===== src/rtl/pdm_mic_clap_detector.sv =====
// PDM microphone front end: drives M_CLK, counts ones per window into PCM samples and an
// amplitude level, and strobes clap_pulse after consecutive loud windows.
module pdm_mic_clap_detector #(
  parameter int unsigned HALF_PERIOD = 1,
  parameter int unsigned WINDOW_LOG2 = 8,
  parameter int unsigned THRESHOLD   = 48,
  parameter int unsigned MIN_HITS    = 2,
  parameter int unsigned HOLDOFF     = 2000
) (
  input  logic                   pulse_5MHz,
  input  logic                   reset,
  input  logic                   enable,
  input  logic                   M_DATA,
  output logic                   M_CLK,
  output logic                   M_LR_SEL,
  output logic [WINDOW_LOG2:0]   pcm_sample,
  output logic                   sample_valid,
  output logic [WINDOW_LOG2-1:0] level,
  output logic                   clap_pulse,
  output logic                   busy_holdoff
);

  localparam int unsigned DivW  = (HALF_PERIOD > 1) ? $clog2(HALF_PERIOD) : 1;
  localparam int unsigned HitW  = (MIN_HITS > 1) ? $clog2(MIN_HITS + 1) : 1;
  localparam int unsigned HoldW = (HOLDOFF > 1) ? $clog2(HOLDOFF + 1) : 1;
  localparam int unsigned SampW = WINDOW_LOG2 + 1;

  localparam logic [DivW-1:0]        DivLast  = DivW'(HALF_PERIOD - 1);
  localparam logic [WINDOW_LOG2-1:0] BitLast  = '1;
  localparam logic [SampW-1:0]       Mid      = SampW'(1 << (WINDOW_LOG2 - 1));
  localparam logic [SampW-1:0]       Thresh   = SampW'(THRESHOLD);
  localparam logic [HitW-1:0]        HitsLast = HitW'(MIN_HITS - 1);
  localparam logic [HoldW-1:0]       HoldInit = HoldW'(HOLDOFF);

  logic [DivW-1:0]        div_q, div_d;
  logic                   m_clk_q, m_clk_d;
  logic [WINDOW_LOG2-1:0] bit_cnt_q, bit_cnt_d;
  logic [SampW-1:0]       acc_q, acc_d;
  logic [SampW-1:0]       pcm_q, pcm_d;
  logic [WINDOW_LOG2-1:0] level_q, level_d;
  logic                   valid_q, valid_d;
  logic                   clap_q, clap_d;
  logic [HitW-1:0]        hits_q, hits_d;
  logic [HoldW-1:0]       hold_q, hold_d;
  logic                   busy_q, busy_d;

  logic             div_tc, strobe, window_done, hit;
  logic [SampW-1:0] pcm_new, level_wide;

  always_comb begin
    div_tc      = (div_q == DivLast);
    // Data is taken on the M_CLK falling transition, one bit per M_CLK period.
    strobe      = m_clk_q & div_tc;
    window_done = strobe & (bit_cnt_q == BitLast);
    pcm_new     = acc_q + SampW'(M_DATA);
    level_wide  = (pcm_new >= Mid) ? (pcm_new - Mid) : (Mid - pcm_new);
    hit         = (level_wide > Thresh);
  end

  always_comb begin
    div_d     = div_tc ? '0 : div_q + DivW'(1);
    m_clk_d   = m_clk_q ^ div_tc;
    bit_cnt_d = bit_cnt_q;
    acc_d     = acc_q;
    pcm_d     = pcm_q;
    level_d   = level_q;
    valid_d   = 1'b0;
    clap_d    = 1'b0;
    hits_d    = hits_q;
    hold_d    = hold_q;

    if (strobe) begin
      bit_cnt_d = bit_cnt_q + WINDOW_LOG2'(1);
      acc_d     = pcm_new;
    end

    if (window_done) begin
      acc_d   = '0;
      pcm_d   = pcm_new;
      level_d = level_wide[WINDOW_LOG2-1:0];
      valid_d = 1'b1;
      if (hold_q != '0) begin
        hold_d = hold_q - HoldW'(1);
        hits_d = '0;
      end else if (hit && (hits_q == HitsLast)) begin
        clap_d = 1'b1;
        hold_d = HoldInit;
        hits_d = '0;
      end else if (hit) begin
        hits_d = hits_q + HitW'(1);
      end else begin
        hits_d = '0;
      end
    end

    busy_d = (hold_d != '0);
  end

  // Disabling behaves exactly like reset so a partial window is discarded.
  always_ff @(posedge pulse_5MHz) begin
    if (reset || !enable) begin
      div_q     <= '0;
      m_clk_q   <= 1'b0;
      bit_cnt_q <= '0;
      acc_q     <= '0;
      pcm_q     <= '0;
      level_q   <= '0;
      valid_q   <= 1'b0;
      clap_q    <= 1'b0;
      hits_q    <= '0;
      hold_q    <= '0;
      busy_q    <= 1'b0;
    end else begin
      div_q     <= div_d;
      m_clk_q   <= m_clk_d;
      bit_cnt_q <= bit_cnt_d;
      acc_q     <= acc_d;
      pcm_q     <= pcm_d;
      level_q   <= level_d;
      valid_q   <= valid_d;
      clap_q    <= clap_d;
      hits_q    <= hits_d;
      hold_q    <= hold_d;
      busy_q    <= busy_d;
    end
  end

  assign M_CLK        = m_clk_q;
  assign M_LR_SEL     = 1'b0;
  assign pcm_sample   = pcm_q;
  assign sample_valid = valid_q;
  assign level        = level_q;
  assign clap_pulse   = clap_q;
  assign busy_holdoff = busy_q;

endmodule


===== config.mk =====
export PLATFORM = sky130hd
export DESIGN_NAME = pdm_mic_clap_detector
export DESIGN_NICKNAME = d
export VERILOG_FILES = /design/src/rtl/pdm_mic_clap_detector.sv
export SDC_FILE = /design/constraint.sdc
export NUM_CORES = 1
export LEC_CHECK = 0
export CAP_MARGIN = 20
export CORE_MARGIN = 4
export CORE_UTILIZATION = 51
export DETAILED_ROUTE_END_ITERATION = 12
export GPL_TIMING_DRIVEN = 0
export PLACE_DENSITY = 0.72
export SYNTH_ARGS = -nofsm -noshare
export SYNTH_HDL_FRONTEND = slang
export SYNTH_SLANG_ARGS = --single-unit

===== constraint.sdc =====
create_clock -name pulse_5MHz -period 4.1 [get_ports pulse_5MHz]
set_clock_uncertainty 0.05 [all_clocks]
set_input_delay 1.23 -clock pulse_5MHz [delete_from_list [all_inputs] [get_ports pulse_5MHz]]
set_output_delay 1.23 -clock pulse_5MHz [all_outputs]
set_load 0.02 [all_outputs]

==> key figures <==
Yosys
  – Adder-cell area share of the yosys netlist: 3.53%
  – Post-Synth XOR/XNOR Area: 8.96%
  – Prevailing post-synth register cell: dfxtp_1
  – Yosys cell types: 55
  – Flops & latches, synth: 51
  – Compound-gate portion of the synthesized area: 17.0%
  – Synth top area share: 36.0%
  – FFs w/ async S/R, synth: 0%
  – Simple-gate portion of the synthesized area: 28.0%
  – Multiplexer share of the synthesized area: 1.06%
  – Synth Instances: 347
  – Seq/Total Area, Yosys: 36.0%
  – Largest family of logic cells by synthesized area: simple AND/OR/NAND/NOR gates
  – Mapped cell area: 2830 sq um
  – Syn. warnings: 0
  – Largest area contributor in the netlist: dfxtp_1
  – Avg Cell Area, Syn: 8.17 sq um
  – Synth top area cells: dfxtp_1, nor2_1, xor2_1, nand2_1, a21oi_1
  – Number of synthesized flops with an enable pin: 0

Cells and area
  – Core Util, Final: 64.0%
  – Seq. cell area: 1020 sq um
  – Footprint of the multi-input gates: 1740 sq um
  – Share of cells above drive strength 1: 10.8%
  – Fill cells: 460
  – Antenna cell count: 0
  – Net count, final: 392
  – Area growth syn-to-layout: 18.3%

Place
  – Port Buffers: 24
  – Setup slack at placement: -525 ps
  – Post-DP HPWL: 4.67 mm
  – Final GP Congestion: 0.843

Die
  – Die width: 82.5 um
  – Die ar.: 6810 sq um
  – Core ar.: 5240 sq um
  – Starting Density: 54.1%
  – Row Count: 26
  – Ports: 26
  – Die Span Y: 82.5 um

Power and ir drop
  – Power Density: 267 nW/um^2
  – Final Power: 0.893 mW
  – VDD IR max: 0.000158 V
  – Leakage power: 1.15 nW

Critical path
  – Crit start category: input pin
  – CP endpoint kind: register
  – Critical Path Most Common Cell: ha_4
  – Delay of the slowest critical-path stage: 430 ps
  – Critical Path RT: 4220 ps
  – Crit path DAT: 4100 ps
  – R2r setup slk: 1170 ps
  – CP Class: in2reg
  – Worst r2r src: acc_q[0]$_SDFFE_PP0P_
  – Cell Chain, Critical Path: clkdlybuf4s50_1 -> ha_2 -> ha_4 -> inv_2 -> ha_4 -> and3_1 -> a31oi_4 -> and4b_1 -> or3_4 -> a21o_1 -> o2111ai_4 -> a41oi_2
  – Worst r2r dst: busy_holdoff$_SDFF_PP0_
  – Worst-path fanout max: 7
  – Critical path's slowest cell: clkdlybuf4s50_1
  – FF-to-FF path depth: 11

Route
  – DRC Markers: 0
  – Routed via count: 2,529
  – Met2 Wirelength: 2.97 mm
  – Average vias per placed instance: 5.61
  – Met1 WL: 3.11 mm
  – Final WL: 6.42 mm
  – DRT antenna net count: 0
  – DR top layer: met4
  – Drt first pass iters: 4
  – Iteration-0 DRC count of the detailed router: 148
  – Met3 routed WL: 235 um
  – Wirelength per Cell: 14.2 um

Worst hold path
  – Hold Crit Start: level[4]$_SDFFE_PP0P_
  – Hold Crit Class: reg2reg
  – Hold depth: 2
  – WHS Endpoint: level[4]$_SDFFE_PP0P_

Timing
  – Setup total negative slack: 0 ps
  – RSZ-0062 raised after global routing: false
  – Crit path time final: 3970 ps
  – Setup ws final: 127 ps
  – Endpoints failing hold: 0
  – Slew margin rel.: 62.8%
  – Hold WS: 410 ps
  – Fmax: 0.252 GHz
  – Period utilization: 96.9%
  – Final Slew Violations: 0
  – Slew of the pin with the lowest slew margin: 554 ps
  – # setup viols final: 0

CTS
  – CTS clk-pin slew, worst paths: 90 ps
  – Num CTS Buffers: 5
  – CTS Hold Bufs: 0
  – Later-pin clock latency in the skew report: 310 ps
  – Clk Tree Root Cell: clkbuf_8
  – TritonCTS clock tree: done
  – CTS max path bufs: 2
  – CTS Sinks: 51
  – H-tree Lvls: 2

Run status
  – Status: finished clean

Global routing
  – Vias in the first global route: 2,396
  – Total track usage: 20.9%
  – Largest net degree at the start of global routing: 17
  – Initial antenna violation count: 0
  – Global-route wire length before repair: 11.1 mm
  – Congestion Overflow GR: 0

Job
  – Max-Cap Viols: 0
==> synthesized netlist by cell type, drive strengths merged, types with 3 or more instances <==
master / number
and2: 3
dfxtp: 51
o211ai: 3
o31ai: 5
clkbuf: 11
inv: 7
xor2: 17
a31oi: 5
and3: 7
a21oi: 23
nand2: 40
buf: 13
nor2: 45
nand3b: 3
nor2b: 3
a41oi: 3
nor4b: 3
o21ai: 9
nor3: 10
mux2i: 3
nand3: 17
or3: 6
ha: 8
nor3b: 3
xnor2: 12
nand4: 7
a211oi: 8
==> through the flow <==
step	std cells	cell area, sq um
floorplan	348	2840
global placement	442	3170
detailed placement	442	3170
CTS	450	3320
global route	451	3350
finish	451	3350
==> registers in the layout (all words and copies together), names as in the netlist <==
name / cells
M_CLK: 1
acc_q: 9
bit_cnt_q: 8
busy_holdoff: 1
clap_pulse: 1
div_q: 1
hits_q: 2
hold_q: 11
level: 7
pcm_sample: 9
sample_valid: 1
==> routing by layer <==
| metal | track usage, % | up-vias |
|---|---|---|
| li1 | - | 1289 |
| met3 | 3.36 | 9 |
| met1 | 28.3 | 1185 |
| met5 | 0 | - |
| met2 | 33.7 | 46 |
| met4 | 7.19 | 0 |
==> layout make-up <==
cell class                      instances  share of cell area (%)
Inverter                                7                   0.784
Multi-Input combinational cell        266                    51.8
Clock inverter                          3                    1.31
Tap cell                               70                    2.61
Clock buffer                            5                    2.05
Timing Repair Buffer                   25                    7.39
Sequential cell                        51                    30.5
Buffer                                 24                    3.62
==> power by group <==
group / leakage (nW) / switching [mW] / internal [mW]
Sequential: 0.411 / 0.000776 / 0.496
Combinational: 0.677 / 0.0282 / 0.0180
Clock: 0.0581 / 0.168 / 0.182
Total: 1.15 / 0.197 / 0.696
==> critical path: cells and delay by family <==
family          cells  cell delay (ps)
compound gates      4              900
simple gates        3              770
buf+inv             2              500
fa+ha+maj           3              690
==> cell families after synthesis <==
| family | after synthesis |
|---|---|
| AO/OA/AOI/OAI | 68 |
| XOR/XNOR | 29 |
| adder cells (fa/ha/maj) | 8 |
| buffers and inverters | 31 |
| flip-flops | 51 |
| multiplexers | 3 |
| other | 1 |
| AND/OR/NAND/NOR | 156 |
==> what timing repair did <==
item / 4_1_cts / 5_1_grt
buffers inserted: 0 / 1
endpoints found under the setup margin: 14 / 13
resized for setup: 7 / 5
pin swaps: 1 / 3
==> how the worst max path moves through the flow <==
stage	start	endpoint	slack, ps	cells past startpoint
2_1_floorplan	M_DATA	busy_holdoff$_SDFF_PP0_	280	11
3_3_place_gp	M_DATA	busy_holdoff$_SDFF_PP0_	-530	12
3_5_place_dp	M_DATA	busy_holdoff$_SDFF_PP0_	-530	12
4_1_cts	M_DATA	busy_holdoff$_SDFF_PP0_	20	12
5_1_grt	M_DATA	busy_holdoff$_SDFF_PP0_	30	12
6_report	M_DATA	busy_holdoff$_SDFF_PP0_	130	12
==> cell usage in the layout (no fill, tap or decap), types with 2 or more instances in the layout <==
master           count
nand4_1              7
o211ai_1             3
or2_2                2
nor3_1              10
nand2b_1             2
buf_2                6
xnor2_1             12
or3_4                2
o31ai_1              5
nand3b_1             3
and4_1               2
a41oi_1              2
dfxtp_1             51
conb_1               2
nor2b_1              3
o221ai_1             2
xor2_1              17
clkbuf_8             5
or3_1                4
buf_1                2
mux2i_1              3
nor2_1              45
a31oi_1              4
nand2_1             39
clkbuf_1            10
a211oi_1             8
clkdlybuf4s50_1     24
ha_4                 2
and3_1               7
nor3b_1              3
ha_1                 5
buf_4                5
inv_1                6
a21oi_1             22
nand3_1             16
o21ai_0              8
and2_1               3
Power figures use the tool's default switching activity.
